## src/rtl/uart_tx_feeder.sv

```systemverilog
// rtl/uart_tx_feeder.sv - word FIFO feeding a UART transmitter through a registered one-shot send handshake
module uart_tx_feeder #(
    parameter int WIDTH = 9,
    parameter int DEPTH = 16
) (
    input  logic                     clock,
    input  logic                     reset_n,
    input  logic                     wr_en,
    input  logic [WIDTH-1:0]         wr_data,
    output logic                     full,
    output logic [$clog2(DEPTH):0]   count,
    output logic                     overflow,
    input  logic                     clear_overflow,
    output logic                     tx_send,
    output logic [WIDTH-1:0]         tx_data,
    input  logic                     tx_ready,
    output logic                     idle
);

    localparam int AW = $clog2(DEPTH);
    localparam logic [AW:0] FULL_COUNT = (AW+1)'(DEPTH);

    typedef enum logic [1:0] {
        IDLE      = 2'd0,
        SEND      = 2'd1,
        WAIT_BUSY = 2'd2,
        WAIT_DONE = 2'd3
    } state_t;

    logic [WIDTH-1:0] mem_q [DEPTH];
    logic [AW-1:0]    wr_ptr_q;
    logic [AW-1:0]    rd_ptr_q;
    logic [AW:0]      count_q;
    logic [AW:0]      count_d;
    logic             overflow_q;
    logic             overflow_d;
    logic             tx_send_q;
    logic [WIDTH-1:0] tx_data_q;
    state_t           state_q;
    logic             push;
    logic             pop;

    // Push looks only at the registered count, so a same-cycle pop never frees a slot for it.
    always_comb begin
        push       = wr_en && (count_q != FULL_COUNT);
        pop        = (state_q == IDLE) && (count_q != '0) && tx_ready;
        count_d    = count_q;
        overflow_d = overflow_q;
        if (push && !pop) begin
            count_d = count_q + 1'b1;
        end else if (pop && !push) begin
            count_d = count_q - 1'b1;
        end
        if (clear_overflow) begin
            overflow_d = 1'b0;
        end
        if (wr_en && !push) begin
            overflow_d = 1'b1;
        end
    end

    always_ff @(posedge clock) begin
        if (push) begin
            mem_q[wr_ptr_q] <= wr_data;
        end
    end

    always_ff @(posedge clock or negedge reset_n) begin
        if (!reset_n) begin
            wr_ptr_q   <= '0;
            rd_ptr_q   <= '0;
            count_q    <= '0;
            overflow_q <= 1'b0;
            tx_send_q  <= 1'b0;
            tx_data_q  <= '0;
            state_q    <= IDLE;
        end else begin
            count_q    <= count_d;
            overflow_q <= overflow_d;
            if (push) begin
                wr_ptr_q <= wr_ptr_q + 1'b1;
            end
            case (state_q)
                IDLE: begin
                    if (pop) begin
                        tx_data_q <= mem_q[rd_ptr_q];
                        rd_ptr_q  <= rd_ptr_q + 1'b1;
                        tx_send_q <= 1'b1;
                        state_q   <= SEND;
                    end
                end
                SEND: begin
                    tx_send_q <= 1'b0;
                    state_q   <= WAIT_BUSY;
                end
                WAIT_BUSY: begin
                    if (!tx_ready) begin
                        state_q <= WAIT_DONE;
                    end
                end
                WAIT_DONE: begin
                    if (tx_ready) begin
                        state_q <= IDLE;
                    end
                end
                default: begin
                    tx_send_q <= 1'b0;
                    state_q   <= IDLE;
                end
            endcase
        end
    end

    assign full     = (count_q == FULL_COUNT);
    assign count    = count_q;
    assign overflow = overflow_q;
    assign tx_send  = tx_send_q;
    assign tx_data  = tx_data_q;
    assign idle     = (count_q == '0) && (state_q == IDLE);

endmodule
```

## config.mk

```make
export PLATFORM = sky130hd
export DESIGN_NAME = uart_tx_feeder
export DESIGN_NICKNAME = d
export VERILOG_FILES = /design/src/rtl/uart_tx_feeder.sv
export SDC_FILE = /design/constraint.sdc
export NUM_CORES = 1
export LEC_CHECK = 0
export ABC_AREA = 1
export ABC_CLOCK_PERIOD_IN_PS = 2200
export CAP_MARGIN = 0
export CORE_MARGIN = 2
export CORE_UTILIZATION = 55
export CTS_BUF_LIST = sky130_fd_sc_hd__clkbuf_16
export DETAILED_ROUTE_END_ITERATION = 6
export PLACE_DENSITY = 0.81
export RECOVER_POWER = 100
export SETUP_SLACK_MARGIN = 0.5
export SKIP_LAST_GASP = 1
export SYNTH_ARGS = -nofsm -noshare
export SYNTH_HDL_FRONTEND = slang
export SYNTH_SLANG_ARGS = --single-unit
```

## constraint.sdc

```tcl
create_clock -name clock -period 2.2 [get_ports clock]
set_clock_uncertainty 0.05 [all_clocks]
set_input_delay 0.55 -clock clock [delete_from_list [all_inputs] [get_ports clock]]
set_output_delay 0.55 -clock clock [all_outputs]
set_load 0.1 [all_outputs]
```

Word-level counts from Yosys, hierarchy flattened
Memory sizes are Yosys's and may differ from the RTL's. A register that Yosys moved wholly into a read port is not among the register bits. Index checks and enable logic that the tools add are counted.

Multiplexer cells: 12. Reduce and logical (&&, ||, !) cells: 19. Add/sub/neg operators: 4. Equal/unequal tests: 8.

Operators with widths (number): 2-to-1 mux 5 bit (2); adder 4 x 1 -> 4 bit (second input constant) (2); case mux 2 bit (4 select lines) (1); logical AND 1 bit (7); 2-to-1 mux 2 bit (3); inequality test 2 bit (second input constant) (3); nonzero test 2 bit (3); adder 5 x 1 -> 5 bit (second input constant) (1); equality test 5 bit (second input constant) (1); zero test 5 bit (1); 2-to-1 mux 1 bit (5); inequality test 5 bit (second input constant) (1); nonzero test 5 bit (1); subtractor 5 x 1 -> 5 bit (second input constant) (1); equality test 2 bit (second input constant) (2); AND reduction 2 bit (2); zero test 1 bit (3); AND reduction 3 bit (1); equality test 2 x 1 -> 1 bit (second input constant) (1); zero test 2 bit (1); case mux 1 bit (2 select lines) (1).

Logic and storage cells: 50. RAM bits: 144. Bits in registers: 17. Memories kept: 1. Input port bits: 14. Output and inout port bits: 18.

Memories: mem_q (words 16, width 9, rd ports 1, clocked after memory_dff 1, write ports 1, line 30) `logic [WIDTH-1:0] mem_q [DEPTH];`.

Longest topological paths before layout
Depth in word-level cells: 6. Gate-level depth with buffers: 13. Mapped depth without buffers: 13.

Worst setup path after synthesis
Ideal clock, no wire load.

Path type: register -> output. Start: register count_q[0] (netlist: count[0]). End: output idle. Data arrival time: 2446 ps. Cell stages (with the launch flop): 4. Slack: -846 ps. Required time: 1600 ps. Buffers on the path: 0. Path through: dfrtp_1 > nor2_1 > nand4_1 > nor2_1.

Word-level cells in the longest chain between the ends: 2.

RTL lines: from (decl) (line 33) `logic [AW:0] count_q;`; from (signal assigned) (line 78) `count_q <= count_d;`; zero test 5 bit (line 119) `assign idle = (count_q == '0) && (state_q == IDLE);`; logical AND 1 bit (line 119); to (decl) (line 17) `output logic idle`.

No other way between the ends.

Worst setup path after layout
Same ends and word-level chain as after synthesis.

==> impl_metrics.yaml <==
synthesis:
  synth_cell_type_count: 29
  synthesis.nets: 778
  synth-warning-count: 0
  async_flop_share_pct: 15.29
  synth-seq-area-share_pct: 64.87
  postSynthRegisterBits: 170
  ys.flop_type: "sky130_fd_sc_hd__edfxtp_1"
  count_of_flip_flops_with_a_built_in_enable_after_synthesis: 144
  syn-cell-area_sq_um: 7669
  synth.avg_cell_area_sq_um: 10.24
  post_synth_inst_count: 749
worst_setup_path:
  worst-endpoint-arrival_ps: 1610
  critical_path.max_fanout: 2
  critPathRequiredTime_ps: 1600
  reg2reg_depth: 13
  worst_path_cell_chain: "nor2_4 > nand4_1 > nor2_2 > buf_12"
  worst_path_dominant_cell_family: "simple AND/OR/NAND/NOR gates"
  slowest_stage_delay_on_critical_path_ps: 490
  critical_path.endpoint_type: "output pin"
  crit_path_start_kind: "flip-flop"
  crit_path_top_delay_cell: "sky130_fd_sc_hd__dfrtp_4"
  path_depth: 4
  timing.setup.critical_path_class: "reg -> out"
  cp_num_buf_inv: 1
  worst-r2r-setup-slack_ps: 10
timing:
  final_setup_margin_ps: -14.45
  min_period_over_period_pct: 100.7
  timing.slew.headroom_pct: 52.79
  finalMaxSlewViolations: 0
  setup-violations-final: 1
  worstMarginPinSlew_ps: 705.8
  final_period_minus_worst_setup_slack_ps: 2214
  final_hold_viol_count: 0
  maxClockFrequency_mhz: 451.6
  grt_setup_unrepaired: "true"
floorplan:
  top_level_ports: 32
  die_y_um: 122.1
  floorplan.initialDensity_pct: 55.68
  placeableCoreArea_sq_um: 13770
  die_area_sq_um: 14900
  row_count: 43
  die-width_um: 122.1
global_routing:
  grt_usage_pct: 25.27
  met1_usage_pct: 29.32
  first_global_vias: 5543
  global_route.peak_usage_layer: "met2"
  met2_usage_pct: 44.13
  grt_util_met3_pct: 4.916
  globalRouteOverflowTotal: 0
  number_of_antenna_violations_at_the_first_check_in_global_routing: 0
  grt_pass1_wl_um: 27730
  grt_start_max_net_pins: 62
cells_and_area:
  layout.cells.non_filler: 1029
  antennaDiodeCount: 0
  fillCellCount: 886
  final_layout_size_suffix_gt1_share_pct: 19.20
  num-nets-final: 865
  area_delta_synth_final_pct: 27.12
  final_util_pct: 70.78
route:
  via_count: 5610
  drt_iter0_drc: 711
  drt.antenna.violating_nets: 0
  routedWlPerCell_um: 18.07
  detail_route.first_pass.iterations: 6
  routed_wl_um: 18600
  drt-vias-per-instance: 5.452
  post-route-drc-count: 0
placed_design:
  gp_routability_congestion: 0.8022
  dp_cells: 965
  place_hpwl_um: 10340
  port_buffers: 31
min_path:
  hp-class: "reg -> reg"
  hold_depth: 2
job:
  maxCapViolations: 0
power_and_ir_drop:
  p_per_cell_area_nw_per_um2: 1401
  cellLeakagePower_nw: 4.284
  irDropWorstVdd_mv: 1.277
clocking:
  tritoncts: "done"
  max-clock-path-buffers: 2
  cts_inserted_buffers: 17
  clkSlewWorstSetupHoldPaths_ps: 60
  htree_num_levels: 4
  cts_root_buffer: "sky130_fd_sc_hd__clkbuf_16"
  holdBufCountCts: 0
  clk_latency_ps: 440
  numClockSinks: 170
outcome:
  status: "finished with violations"
  failing_checks: "setup timing"
[per-layer routing]
metal	vias up	share of wire, %
met5	-	0
met4	0	3.3
met3	48	6.9
met2	271	53
met1	2700	37
li1	2591	-
[per-stage QoR]
stage	setup slack [ps]	instance area (sq um)	TNS (ps)	hold WS (ps)	total power [W]
global route	-127.3	9748	-315.8	463.7	0.01430
detailed placement	-232.6	8672	-461.3	423.5	0.009941
floorplan	-122.6	7915	-251.9	204.4	0.008436
global placement	-195.6	8672	-327.3	419.6	0.009771
CTS	-9.513	9542	-9.513	439.1	0.01326
finish	-14.45	9748	-14.45	432.4	0.01366
[cell families after synthesis]
logic type	share of synthesized area (%)
buffers and inverters	9.708
AOI/OAI and AO/OA	0.9463
xor gates and xnor gates	1.028
adders and majority gates	2.545
DFF	64.87
and+or+nand+nor	20.77
muxes	0.1305
[what timing repair did]
| item | in CTS | in global routing |
|---|---|---|
| cloned | 2 | 4 |
| buffers inserted | 12 | 14 |
| pin swaps | 8 | 5 |
| setup endpoints to repair | 167 | 180 |
| gates resized for setup | 31 | 28 |
[cell type report]
type                    count  area (sq um)  share of cell area [%]
flip-flops and latches    170          4995                   51.24
multi-input cells         418          2215                   22.72
repair buffers             96          1195                   12.26
inverters                 133         526.8                   5.404
clock buffers              17         425.4                   4.364
well taps                 180         225.2                   2.310
clock inverters            15         166.4                   1.707
[synth_stat cells (2+ instances only)]
library cell / count / area share [%]
sky130_fd_sc_hd__a21oi_1: 3 / 0.20
sky130_fd_sc_hd__buf_2: 12 / 0.78
sky130_fd_sc_hd__buf_4: 6 / 0.59
sky130_fd_sc_hd__buf_6: 8 / 1.2
sky130_fd_sc_hd__dfrtp_1: 26 / 8.5
sky130_fd_sc_hd__edfxtp_1: 144 / 56
sky130_fd_sc_hd__ha_1: 14 / 2.3
sky130_fd_sc_hd__inv_1: 128 / 6.3
sky130_fd_sc_hd__inv_2: 3 / 0.15
sky130_fd_sc_hd__nand2_1: 238 / 12
sky130_fd_sc_hd__nand2_2: 2 / 0.16
sky130_fd_sc_hd__nand3_1: 111 / 7.2
sky130_fd_sc_hd__nand4_1: 2 / 0.16
sky130_fd_sc_hd__nor2_1: 13 / 0.64
sky130_fd_sc_hd__nor3_1: 12 / 0.78
sky130_fd_sc_hd__o21ai_0: 7 / 0.46
sky130_fd_sc_hd__xor2_1: 8 / 0.91
[layout by cell type, fill, tap and decap left out, types with 2 or more instances in the layout]
| cell | instances |
|---|---|
| sky130_fd_sc_hd__dfrtp_1 | 20 |
| sky130_fd_sc_hd__nand2_2 | 2 |
| sky130_fd_sc_hd__dlygate4sd3_1 | 10 |
| sky130_fd_sc_hd__clkinv_4 | 6 |
| sky130_fd_sc_hd__nand3_1 | 111 |
| sky130_fd_sc_hd__clkdlybuf4s50_1 | 3 |
| sky130_fd_sc_hd__nor2_1 | 7 |
| sky130_fd_sc_hd__buf_12 | 26 |
| sky130_fd_sc_hd__inv_2 | 6 |
| sky130_fd_sc_hd__edfxtp_1 | 144 |
| sky130_fd_sc_hd__clkbuf_2 | 9 |
| sky130_fd_sc_hd__inv_6 | 5 |
| sky130_fd_sc_hd__xor2_1 | 8 |
| sky130_fd_sc_hd__nor3_4 | 12 |
| sky130_fd_sc_hd__buf_4 | 29 |
| sky130_fd_sc_hd__bufinv_16 | 2 |
| sky130_fd_sc_hd__inv_1 | 121 |
| sky130_fd_sc_hd__a21oi_1 | 2 |
| sky130_fd_sc_hd__clkinv_1 | 2 |
| sky130_fd_sc_hd__clkbuf_16 | 19 |
| sky130_fd_sc_hd__nand4_1 | 2 |
| sky130_fd_sc_hd__ha_1 | 11 |
| sky130_fd_sc_hd__buf_16 | 2 |
| sky130_fd_sc_hd__nor2_4 | 6 |
| sky130_fd_sc_hd__o21ai_0 | 4 |
| sky130_fd_sc_hd__buf_6 | 13 |
| sky130_fd_sc_hd__inv_4 | 2 |
| sky130_fd_sc_hd__nand2_4 | 2 |
| sky130_fd_sc_hd__o21ai_1 | 3 |
| sky130_fd_sc_hd__buf_8 | 2 |
| sky130_fd_sc_hd__clkinvlp_4 | 3 |
| sky130_fd_sc_hd__nand2_1 | 235 |
| sky130_fd_sc_hd__dfrtp_4 | 5 |
| sky130_fd_sc_hd__ha_4 | 3 |
[registers in the layout, indices dropped and copies added (netlist names)]
name / cells
mem_q: 144
tx_data: 9
state_q: 2
count: 5
rd_ptr_q: 4
wr_ptr_q: 4
tx_send: 1
overflow: 1
[path summary, 6_finish.rpt]
kind,start,endpoint
max reg2reg,count[0],count[3]
min,tx_data[3],tx_data[3]
min in group asynchronous,reset_n,rd_ptr_q[3]
max,count[0],idle
min reg2reg,tx_data[3],tx_data[3]
max in group asynchronous,reset_n,count[2]
[report_power, final]
| part | internal [W] | total [W] | leakage [nW] | switching [W] |
|---|---|---|---|---|
| clock network | 0.00169 | 0.00298 | 0.282 | 0.00129 |
| registers | 0.00403 | 0.00431 | 1.61 | 0.000280 |
| logic | 0.00216 | 0.00637 | 2.39 | 0.00421 |
| total | 0.00788 | 0.0137 | 4.28 | 0.00578 |
[worst min-delay path: stages (launching register included)]
cell,delay (ps)
sky130_fd_sc_hd__dfrtp_1,340
sky130_fd_sc_hd__nand2_1,50
sky130_fd_sc_hd__nand2_1,50
Power figures use the tool's default switching activity.
